<file path="config.mk">
export PLATFORM = sky130hd
export DESIGN_NAME = stepper_motion_controller
export DESIGN_NICKNAME = d
export VERILOG_FILES = /design/src/rtl/stepper_motion_controller.sv
export SDC_FILE = /design/constraint.sdc
export NUM_CORES = 1
export LEC_CHECK = 0
export ABC_CLOCK_PERIOD_IN_PS = 14750
export CORE_MARGIN = 2
export CORE_UTILIZATION = 44
export DETAILED_ROUTE_END_ITERATION = 10
export HOLD_SLACK_MARGIN = 0.02
export PLACE_DENSITY = 0.73
export SETUP_SLACK_MARGIN = 0.15
export SYNTH_ARGS = -nofsm -noshare
export SYNTH_HDL_FRONTEND = slang
export SYNTH_SLANG_ARGS = --single-unit
</file>
<file path="constraint.sdc">
create_clock -name clock_clk -period 14.75 [get_ports clock_clk]
set_input_delay 2.2125 -clock clock_clk [delete_from_list [all_inputs] [get_ports clock_clk]]
set_output_delay 2.2125 -clock clock_clk [all_outputs]
set_load 0.05 [all_outputs]
</file>
<file path="src/rtl/stepper_motion_controller.sv">
// Stepper motion controller: accepts move commands, sequences full-step coil
// phases with a linear accel/cruise/decel interval profile, and tracks the
// absolute position of the axis.
//
// state  | meaning
// IDLE   | waiting for a command, cmd_ready high
// ACCEL  | interval shrinking by RAMP_DEC per step toward cruise
// CRUISE | stepping at the cruise interval
// DECEL  | interval growing by RAMP_DEC per step toward START_PERIOD
// DONE   | one-cycle end-of-move marker, done_pulse high
module stepper_motion_controller #(
    parameter int STEP_W       = 16,
    parameter int CNT_W        = 32,
    parameter int START_PERIOD = 100000,
    parameter int MIN_PERIOD   = 2,
    parameter int RAMP_DEC     = 1000,
    parameter int HOLD_TORQUE  = 1
) (
    input  logic              clock_clk,
    input  logic              reset_low,
    input  logic              cmd_valid,
    output logic              cmd_ready,
    input  logic [STEP_W-1:0] cmd_steps,
    input  logic              cmd_dir,
    input  logic [CNT_W-1:0]  cmd_period,
    input  logic              abort,
    output logic [3:0]        phase_out,
    output logic [1:0]        drive_en,
    output logic              busy,
    output logic              done_pulse,
    output logic [31:0]       position
);

    typedef enum logic [2:0] {IDLE, ACCEL, CRUISE, DECEL, DONE} state_t;

    // One extra bit so ramp sums never wrap.
    localparam logic [CNT_W:0] START_X = (CNT_W+1)'(START_PERIOD);
    localparam logic [CNT_W:0] MIN_X   = (CNT_W+1)'(MIN_PERIOD);
    localparam logic [CNT_W:0] RAMP_X  = (CNT_W+1)'(RAMP_DEC);

    state_t            state, state_next;
    logic [1:0]        idx, idx_next;
    logic              dir, dir_next;
    logic [CNT_W-1:0]  cur, cur_next;
    logic [CNT_W-1:0]  cruise, cruise_next;
    logic [CNT_W-1:0]  timer, timer_next;
    logic [STEP_W-1:0] steps_left, steps_next;
    logic [STEP_W-1:0] ramp_cnt, ramp_next;
    logic [3:0]        phase_next;
    logic [1:0]        drive_next;
    logic [31:0]       position_next;
    logic              done_next;

    function automatic logic [3:0] phase_of(input logic [1:0] i);
        phase_of = 4'b0001 << i;
    endfunction

    // max(c - RAMP_DEC, floor_p) without underflow
    function automatic logic [CNT_W-1:0] ramp_down(input logic [CNT_W-1:0] c,
                                                   input logic [CNT_W-1:0] floor_p);
        logic [CNT_W:0] lim;
        lim = {1'b0, floor_p} + RAMP_X;
        if ({1'b0, c} > lim) ramp_down = c - RAMP_X[CNT_W-1:0];
        else                 ramp_down = floor_p;
    endfunction

    // min(c + RAMP_DEC, START_PERIOD) without overflow
    function automatic logic [CNT_W-1:0] ramp_up(input logic [CNT_W-1:0] c);
        logic [CNT_W:0] sum;
        sum = {1'b0, c} + RAMP_X;
        if (sum < START_X) ramp_up = sum[CNT_W-1:0];
        else               ramp_up = START_X[CNT_W-1:0];
    endfunction

    assign cmd_ready = (state == IDLE);
    assign busy      = (state != IDLE);

    // State and datapath registers; reset drops the coils immediately.
    always_ff @(posedge clock_clk or negedge reset_low) begin
        if (!reset_low) begin
            state      <= IDLE;
            idx        <= '0;
            dir        <= 1'b0;
            cur        <= '0;
            cruise     <= '0;
            timer      <= '0;
            steps_left <= '0;
            ramp_cnt   <= '0;
            phase_out  <= '0;
            drive_en   <= '0;
            position   <= '0;
            done_pulse <= 1'b0;
        end else begin
            state      <= state_next;
            idx        <= idx_next;
            dir        <= dir_next;
            cur        <= cur_next;
            cruise     <= cruise_next;
            timer      <= timer_next;
            steps_left <= steps_next;
            ramp_cnt   <= ramp_next;
            phase_out  <= phase_next;
            drive_en   <= drive_next;
            position   <= position_next;
            done_pulse <= done_next;
        end
    end

    // Next-state and datapath: step event first, then abort on the new values.
    always_comb begin
        state_next    = state;
        idx_next      = idx;
        dir_next      = dir;
        cur_next      = cur;
        cruise_next   = cruise;
        timer_next    = timer;
        steps_next    = steps_left;
        ramp_next     = ramp_cnt;
        phase_next    = phase_out;
        drive_next    = drive_en;
        position_next = position;
        done_next     = 1'b0;

        case (state)
            IDLE: begin
                if (cmd_valid) begin
                    if (cmd_steps == '0) begin
                        done_next = 1'b1;
                    end else begin
                        cruise_next = ({1'b0, cmd_period} > MIN_X) ? cmd_period
                                                                   : MIN_X[CNT_W-1:0];
                        cur_next    = (START_X > {1'b0, cruise_next}) ? START_X[CNT_W-1:0]
                                                                      : cruise_next;
                        dir_next    = cmd_dir;
                        steps_next  = cmd_steps;
                        ramp_next   = '0;
                        timer_next  = '0;
                        drive_next  = 2'b11;
                        phase_next  = phase_of(idx);
                        state_next  = (cur_next == cruise_next) ? CRUISE : ACCEL;
                    end
                end
            end
            ACCEL, CRUISE, DECEL: begin
                timer_next = timer + CNT_W'(1);
                if (timer == cur - CNT_W'(1)) begin
                    timer_next    = '0;
                    idx_next      = dir ? idx + 2'd1 : idx - 2'd1;
                    phase_next    = phase_of(idx_next);
                    position_next = dir ? position + 32'd1 : position - 32'd1;
                    steps_next    = steps_left - STEP_W'(1);
                    if (steps_next == '0) begin
                        state_next = DONE;
                    end else if (state == ACCEL) begin
                        ramp_next = ramp_cnt + STEP_W'(1);
                        cur_next  = ramp_down(cur, cruise);
                        if (steps_next <= ramp_next) begin
                            state_next = DECEL;
                            cur_next   = ramp_up(cur);
                        end else if (cur_next == cruise) begin
                            state_next = CRUISE;
                        end
                    end else if (state == CRUISE) begin
                        if (steps_next <= ramp_cnt) begin
                            state_next = DECEL;
                            cur_next   = ramp_up(cur);
                        end
                    end else begin
                        ramp_next = (ramp_cnt == '0) ? '0 : ramp_cnt - STEP_W'(1);
                        cur_next  = ramp_up(cur);
                    end
                end
                // Abort trims the remaining steps to what the ramp-down needs.
                if (abort && (state_next == ACCEL || state_next == CRUISE)) begin
                    if (ramp_next < steps_next) steps_next = ramp_next;
                    if (steps_next == '0) begin
                        state_next = DONE;
                    end else begin
                        state_next = DECEL;
                        cur_next   = ramp_up(cur);
                    end
                end
            end
            DONE: begin
                state_next = IDLE;
                if (HOLD_TORQUE != 0) begin
                    drive_next = 2'b11;
                end else begin
                    drive_next = 2'b00;
                    phase_next = 4'b0000;
                end
            end
            default: state_next = IDLE;
        endcase

        if (state_next == DONE) done_next = 1'b1;
    end

endmodule

</file>
## Yosys cells after proc, flatten, opt, wreduce, memory -nomap -nowiden

Cells that the tools add are included.
Widths: inputs -> output; s select.

- Bits in registers: 173
- Bits in latches: 0
- RAM bits: 0
- Bits in read-only memories: 0
- Bits of input ports: 53
- Output and inout bits: 41
- Word-level logic and storage cells: 131
- Memories: 0

- Add/subtract/negate cells: 12
- $mul: 0
- Divide/modulo/power cells: 0
- Magnitude comparators: 7
- Equal/unequal tests: 13
- Shifts and indexed selects: 2
- Muxes and demuxes: 68
- Bitwise operators: 1
- Reduce and logical (&&, ||, !) cells: 16

Operators with widths:

| cell | number |
|---|---|
| $mux 32 | 22 |
| $mux 16 | 16 |
| $pmux 32 s2 | 2 |
| $eq 32x32->1 | 3 |
| $add 32x10->33 const B | 2 |
| $add 32x1->32 const B | 2 |
| $logic_not 16->1 | 4 |
| $pmux 16 s2 | 2 |
| $sub 32x1->32 const B | 2 |
| $mux 3 | 12 |
| $gt 32x33->1 | 1 |
| $lt 33x17->1 const B | 1 |
| $gt 17x32->1 const A | 1 |
| $gt 32x2->1 const B | 1 |
| $le 16x16->1 | 2 |
| $sub 16x1->16 const B | 2 |
| $sub 32x10->32 const B | 1 |
| $add 16x1->16 const B | 1 |
| $lt 16x16->1 | 1 |
| $mux 4 | 3 |
| $eq 3x2->1 const B | 3 |
| $reduce_and 3->1 | 3 |
| $mux 2 | 4 |
| $pmux 4 s2 | 1 |
| 18 further kinds | 27 |

## Depth between registers and ports, before layout

Gate-level depths: netlist (run 1).

- Word-level depth: 25
- Depth in mapped cells: 31

## Least setup slack after synthesis (run 1)

OpenSTA, ideal clock, no wires.

- Path type: flip-flop to flip-flop
- Start: reg cur[3]
- End: reg cur[0]
- Library setup time: 0.126 ns
- Arrival time: 6.240 ns
- Required time: 14.624 ns
- Slack: 8.384 ns
- Cell stages (with the launch flop): 30
- Period minus slack after synthesis: 6.366 ns
- Path through: dfrtp_1 > clkbuf_1 > inv_1 > ha_1 > or4b_1 > nor3_1 > and4_1 > o211ai_1 > or4_4 > nor4b_1 > clkbuf_1 > clkbuf_1 > nand2_1 > xor2_1 > ha_1 > a21o_1 > a21oi_1 > nor2b_1 > o21ai_0 > nand2b_1 > a21oi_1 > nor2b_1 > o21ai_0 > nand3_1 > nand4_1 > o211ai_4 > and2_1 > buf_2 > a211o_1 > a221o_1

- Longest elaborated chain between the ends: 18
- Elaborated cells between the ends (all ways): 41
- Classes of those cells: 3 x add/sub; 3 x order compare; 4 x eq/ne; 28 x mux; 3 x reduce/logical

Ends and longest elaborated chain:

| what | RTL line | text |
|---|---|---|
| start, declared | 44 | `logic [CNT_W-1:0] cur, cur_next;` |
| start signal, assigned | 97 | `cur <= cur_next;` |
| branches (longest 16 deep; another with $sub 32x1->32) | - |  |
| $mux 32 (*) | 174 | `if (abort && (state_next == ACCEL \|\| state_next == CRUISE)) begin` |
| $pmux 32 s2 (*) | 124 | `case (state)` |

Every way passes the cells marked *. The select of a mux whose other input is x is not followed.
A chain may end at the register's enable or synchronous reset.

## Final worst setup path (run 1)

- Start: reg cur[3]
- End: reg done_pulse

- Longest elaborated chain between the ends: 20
- Elaborated cells between the ends (all ways): 34
- Classes of those cells: 2 x add/sub; 2 x order compare; 5 x eq/ne; 22 x mux; 3 x reduce/logical

Ends and longest elaborated chain:

| what | RTL line | text |
|---|---|---|
| branches (longest 16 deep; another with $sub 32x1->32) | - |  |
| $mux 3 (*) | 174 |  |
| $pmux 3 s2 (*) | 124 |  |
| named net state_next[2] | 41 | `state_t state, state_next;` |
| $eq 3x3->1 (*) | 196 | `if (state_next == DONE) done_next = 1'b1;` |
| $mux 1 (*) | 196 |  |
| named net done_next | 52 | `logic done_next;` |
| end signal, assigned | 105 | `done_pulse <= done_next;` |
| end, declared | 30 | `output logic done_pulse,` |

Mark *: on every way through the listed nets, which the timed path passes. The select of a mux whose other input is x is not followed.

==> run_results.csv, run 1 <==
group,metric,value,unit
setup_path,cp_max_fo,42,
cells_and_area,final_cell_mix,"nand2_1, nor2_1, o21ai_0",
clock_tree,numCtsBuffers,17,
clock_tree,clock_path_buffers,2,
synth,synthArstFlopShare,1.000,
detailed_routing,drt_pass1_iterations,7,
sta,fin_worst_skew,17.18,ps
setup_path,required,15150,ps
worst_hold_path,hp-start,"position[31]",
sta,fin_crit,7669,ps
placement,io_buffer_count,93,
clock_tree,cts_hold_buf,0,
cells_and_area,drive_gt1_frac,0.04504,
setup_path,path_delay_family,"simple AND/OR/NAND/NOR gates",
clock_tree,cts_tree,"yes",
placement,gp_congestion,0.9796,
clock_tree,cts_resized,0,
floorplan,num_rows,72,
setup_path,crit_chain,"inv_1 -> ha_1 -> or4b_1 -> nor3_1 -> and4_1 -> o211ai_1 -> or4_4 -> nor4b_2 -> buf_4 -> and2_1 -> mux2i_1 -> inv_1 -> ha_1 -> nand4_1 -> a211oi_1 -> o311ai_0 -> nand3_1 -> nand4_1 -> o211ai_4 -> buf_4 -> and2_1 -> nor2b_1 -> o21bai_1",
clock_tree,cts_setup_buffers,0,
floorplan,core_area,38830,µm²
cells_and_area,layout.nets,2446,
grt,grt_max_degree,74,
synth,netlist-cell-type-count,92,
cells_and_area,area_delta_synth_final,10.36,%
synth,synth_top_area_frac,0.2474,
setup_path,crit_arrival,8070,ps
synth,syn_area,17400,µm²
worst_hold_path,hold_class,"reg2reg",
setup_path,setup.worst_path.class,"reg2reg",
outcome,outcome,"complete, no violations",
synth,ys.flop_type,"dfrtp_1",
sta,fmax,0.1304,GHz
detailed_routing,ant_nets,0,
power_and_ir_drop,swShare,0.5425,
setup_path,cpPeakStageDelay,600,ps
detailed_routing,avgViaCountPerCell,6.392,
floorplan,die_w,202.9,µm
cells_and_area,register_area,4304,µm²
synth,avgSynthCellArea,7.582,µm²
floorplan,initial_core_util,0.4482,
synth,yosysWarnings,0,
clock_tree,cts_sinks,172,
synth,yosysSeqAreaShare,0.2474,
cells_and_area,n_fill_cell,3762,
cells_and_area,final_cell_count_no_fill,2805,
sta,fin_tns_setup,0,ps
sta,relSlewSlack,0.1815,
detailed_routing,wl_per_cell,22.10,µm
cells_and_area,antenna_cells,0,
clock_tree,cts.clk_slew.worst_paths,80,ps
power_and_ir_drop,clock_power_share,0.132,
grt,antenna_found_initial,0,
detailed_routing,drc,0,
cells_and_area,mostFrequentLayoutCell,"nand2_1",
setup_path,rr_startpoint,"cur[3]",
setup_path,start_kind,"flop",
placement,placed_cells,2773,
sta,maxSlewViolCount,0,
setup_path,crit_slowest_cell,"dfrtp_1",
setup_path,critPathBufInv,4,
clock_tree,htreeDepth,4,
power_and_ir_drop,p_leak,7.870,nW
cells_and_area,multiInputGateArea,12230,µm²
power_and_ir_drop,finalPower,3.617,mW
clock_tree,clock_latency,490,ps
sta,rsz0062_at_grt,"false",
grt,grt_remaining_overflow,0,
floorplan,die_h,202.9,µm
grt,grt_pass1_wl,98100,µm
synth,synth_cells,2295,
setup_path,r2r_slack,7080,ps
power_and_ir_drop,power.density,188.3,nW/µm²
setup_path,startpoint,"cur[3]",
clock_tree,cts_root_buf,"clkbuf_16",
grt,grt_pass1_vias,17340,
detailed_routing,drtIter0Drc,2043,
synth,synth_edf_count,0,
synth,synth_area_leader_cell,"dfrtp_1",
placement,hpwl,46520,µm
floorplan,die-area,41150,µm²
sta,period_share,0.5199,
setup_path,end_kind,"flop",
floorplan,boundaryPins,94,
detailed_routing,wirelength,61990,µm
sta,finalHoldViolCount,0,
grt,grt_use_total,0.3019,
synth,synth_fp_nets,2467,
power_and_ir_drop,p_int,1.655,mW
detailed_routing,num_vias,17930,
sta,tightestPinTransition,1217,ps
synth,synthTopCellsByArea,"dfrtp_1, ha_1, nand2_1",
power_and_ir_drop,seqPwrFrac,0.269,
power_and_ir_drop,switchingPower,1.962,mW
cells_and_area,postLayoutCoreUtil,0.4946,
sta,setup_viol_count_final,0,
job,cap_violations,0,
synth,synth_seq_cells,172,
power_and_ir_drop,pwr-share-comb,0.599,
power_and_ir_drop,ir_worst_vdd,0.0001233,V
worst reg2reg max path: cells and delay by family, from the launching register on:
family,cells,cell delay [ps]
muxes,1,490
AOI/OAI and AO/OA,5,860
adders and majority gates,2,610
and+or+nand+nor,11,4030
DFF,1,600
buffers and inverters,4,1010
cell type report:
type | instances | area share
multi-input combinational | 1889 | 0.6369
timing repair buffer | 116 | 0.05753
clock inverter | 15 | 0.01029
tap | 518 | 0.03375
inverter | 78 | 0.01525
sequential | 172 | 0.2241
clock buffer | 17 | 0.02215
cells in the mapped netlist, types with 28 or more instances:
| master | number |
|---|---|
| xor2_1 | 87 |
| o21ai_0 | 177 |
| nor3_1 | 69 |
| a21o_1 | 38 |
| inv_1 | 78 |
| nor4_1 | 35 |
| nand2_1 | 283 |
| a31oi_1 | 41 |
| nand3_1 | 87 |
| dfrtp_1 | 172 |
| nand2b_1 | 28 |
| xnor2_1 | 116 |
| and3_1 | 35 |
| a21oi_1 | 121 |
| nand4_1 | 48 |
| clkbuf_1 | 133 |
| nor2_1 | 183 |
| ha_1 | 118 |
through the flow:
step	cell area [µm²]	hold slack, ps	worst slack, ps
after floorplan	17400	492.5	8384
after global placement	18580	464.6	7445
after detailed placement	18580	465.1	7249
after CTS	19200	479.2	7238
after global routing	19200	492.1	6628
final	19200	476.8	7081
registers in the layout (all words and copies together), names as in the netlist:
name and flops:
phase_out 4, cruise 32, cur 32, position 32, done_pulse 1, timer 32, drive_en 1, dir 1
ramp_cnt 16, idx 2, state 3, steps_left 16
path summary, 6_finish.rpt:
path | to | cells after the start
min in group asynchronous | position[17] | 1
max in group asynchronous | cruise[4] | 3
worst max register to register | done_pulse | 23
worst max-delay path | done_pulse | 23
worst min-delay path | position[31] | 1
worst min register to register | position[31] | 1
metal layers:
metal  track usage  vias up  part of all wire
li1              -     8328                 -
met1        0.4020     8562              0.42
met2        0.4781      897              0.45
met3       0.05602      143             0.086
met4        0.1324        0             0.039
met5             0        -                 0
power by group through the flow:
stage / sequential [mW] / clock, mW / combinational (mW)
after CTS: 0.955 / 0.487 / 2.12
final: 0.974 / 0.478 / 2.16
after global routing: 0.995 / 0.503 / 2.38
after floorplan: 0.712 / 0 / 1.71
after detailed placement: 0.961 / 0 / 2.11
after global placement: 0.954 / 0 / 2.07
kinds of logic (layout without fill, tap and decap cells):
kind of cell / count (synthesis) / count (layout) / synth area share
and+or+nand+nor: 922 / 922 / 0.2655
adders and majority gates: 119 / 119 / 0.08600
xor gates and xnor gates: 207 / 207 / 0.1074
DFF: 172 / 172 / 0.2474
muxes: 28 / 28 / 0.01632
AOI/OAI and AO/OA: 613 / 613 / 0.2252
buffers and inverters: 234 / 226 / 0.05220
No activity file was read; power rests on OpenSTA's default activity.
==> run 2, diff against run 1 <==
--- a/config.mk
+++ b/config.mk
@@ -5,7 +5,7 @@
 export SDC_FILE = /design/constraint.sdc
 export NUM_CORES = 1
 export LEC_CHECK = 0
-export ABC_CLOCK_PERIOD_IN_PS = 14750
+export ABC_CLOCK_PERIOD_IN_PS = 7120
 export CORE_MARGIN = 2
 export CORE_UTILIZATION = 44
 export DETAILED_ROUTE_END_ITERATION = 10
==> constraint.sdc (replaced) <==
create_clock -name clock_clk -period 7.12 [get_ports clock_clk]
set_input_delay 1.068 -clock clock_clk [delete_from_list [all_inputs] [get_ports clock_clk]]
set_output_delay 1.068 -clock clock_clk [all_outputs]
set_load 0.05 [all_outputs]
==> run_results.csv, run 2 (same netlist as run 1, synthesis figures left out) <==
group,metric,value,unit
outcome,outcome,"complete, no violations",
detailed_routing,wl_per_cell,22.64,µm
sta,setup_viol_count_final,0,
setup_path,path_delay_family,"compound AO/OA/AOI/OAI gates",
grt,grt_pass1_vias,17480,
setup_path,start_kind,"flop",
job,cap_violations,0,
detailed_routing,drtIter0Drc,2117,
worst_hold_path,hold_class,"reg2reg",
sta,tightestPinTransition,1179,ps
sta,rsz0062_at_grt,"false",
setup_path,required,7470,ps
setup_path,crit_arrival,7140,ps
clock_tree,clock_latency,470,ps
clock_tree,htreeDepth,4,
clock_tree,numCtsBuffers,17,
clock_tree,cts.clk_slew.worst_paths,70,ps
cells_and_area,multiInputGateArea,12290,µm²
placement,placed_cells,2830,
clock_tree,cts_tree,"yes",
floorplan,boundaryPins,94,
sta,fin_tns_setup,0,ps
sta,period_share,0.9535,
setup_path,cpPeakStageDelay,650,ps
power_and_ir_drop,switchingPower,4.167,mW
clock_tree,cts_root_buf,"clkbuf_16",
detailed_routing,drt_pass1_iterations,6,
power_and_ir_drop,seqPwrFrac,0.231,
floorplan,core_area,38830,µm²
floorplan,die-area,41150,µm²
power_and_ir_drop,power.density,393.0,nW/µm²
cells_and_area,antenna_cells,0,
grt,grt_pass1_wl,100300,µm
cells_and_area,drive_gt1_frac,0.07604,
floorplan,num_rows,72,
placement,gp_congestion,1.018,
grt,grt_use_total,0.3115,
sta,fmax,0.1473,GHz
grt,grt_remaining_overflow,0,
setup_path,crit_slowest_cell,"or4_4",
floorplan,die_h,202.9,µm
clock_tree,cts_hold_buf,0,
cells_and_area,n_fill_cell,3814,
detailed_routing,drc,0,
placement,io_buffer_count,93,
power_and_ir_drop,ir_worst_vdd,0.0001949,V
setup_path,cp_max_fo,11,
power_and_ir_drop,p_leak,8.246,nW
setup_path,setup.worst_path.class,"reg2reg",
grt,grt_max_degree,73,
cells_and_area,layout.nets,2513,
power_and_ir_drop,pwr-share-comb,0.643,
setup_path,crit_chain,"inv_1 -> ha_2 -> or4b_4 -> or3_1 -> a2111oi_2 -> o22ai_1 -> or4b_1 -> or4_4 -> buf_12 -> mux2i_1 -> inv_1 -> ha_1 -> a21o_1 -> a21o_1 -> a21oi_1 -> a211oi_2 -> o311ai_0 -> nand3_2 -> o211ai_4 -> buf_12 -> a211oi_1 -> a211o_1 -> a221o_1",
clock_tree,cts_sinks,172,
cells_and_area,area_delta_synth_final,13.80,%
setup_path,critPathBufInv,4,
cells_and_area,final_cell_count_no_fill,2872,
detailed_routing,ant_nets,0,
sta,relSlewSlack,0.2120,
power_and_ir_drop,swShare,0.5355,
cells_and_area,register_area,4305,µm²
power_and_ir_drop,clock_power_share,0.126,
setup_path,end_kind,"flop",
power_and_ir_drop,p_int,3.615,mW
sta,fin_worst_skew,10.57,ps
sta,maxSlewViolCount,0,
floorplan,initial_core_util,0.4482,
detailed_routing,num_vias,18370,
detailed_routing,avgViaCountPerCell,6.396,
sta,fin_crit,6789,ps
clock_tree,clock_path_buffers,2,
grt,antenna_found_initial,2,
detailed_routing,wirelength,65010,µm
placement,hpwl,49140,µm
cells_and_area,final_cell_mix,"nand2_1, nor2_1, o21ai_0",
floorplan,die_w,202.9,µm
cells_and_area,mostFrequentLayoutCell,"nand2_1",
sta,finalHoldViolCount,0,
==> run 2: power groups by stage <==
stage | clock, mW | combinational, mW | sequential, mW
2_1_floorplan | 0 | 3.55 | 1.48
6_report | 0.981 | 5.00 | 1.80
3_5_place_dp | 0 | 4.83 | 1.77
5_1_grt | 1.04 | 5.44 | 1.83
3_3_place_gp | 0 | 4.75 | 1.77
4_1_cts | 1.00 | 4.86 | 1.76
==> run 2: routing by layer <==
layer	routed length [µm]	GRT usage	vias to the layer above
li1	-	-	8423
met1	26800	0.4131	8775
met2	29170	0.4909	977
met3	5833	0.05602	191
met4	3188	0.1494	2
met5	13	0	-
==> run 2: final timing paths <==
path,from,to,slack (ps),depth (start not counted)
max,cur[1],cur[0],330,23
min,position[31],position[31],480,1
max reg2reg,cur[1],cur[0],330,23
min reg2reg,position[31],position[31],480,1
max in group asynchronous,reset_low,cur[1],5110,2
min in group asynchronous,reset_low,position[16],590,1
==> run 2: area by class of cell <==
type,instances,area share
Clock inverter,15,0.008278
Sequential cell,172,0.2174
Clock buffer,17,0.02148
Multi-Input combinational cell,1889,0.6204
Timing Repair Buffer,183,0.08486
Tap cell,518,0.03273
Inverter,78,0.01479
==> run 2: stage by stage <==
stage	total power [mW]	worst slack [ps]	util	area, µm²	hold WS (ps)
finish	7.782	331.0	0.5100	19800	476.8
global route	8.306	71.86	0.5100	19800	504.2
CTS	7.623	234.9	0.5054	19620	481.0
detailed placement	6.600	255.0	0.4902	19030	463.9
global placement	6.517	394.5	0.4902	19030	459.8
floorplan	5.026	754.0	-	17400	492.5
==> run 2: repair_timing <==
item | in CTS | in global routing
setup endpoints to repair | 0 | 38
setup buffers | 0 | 8
resized for setup | 0 | 12
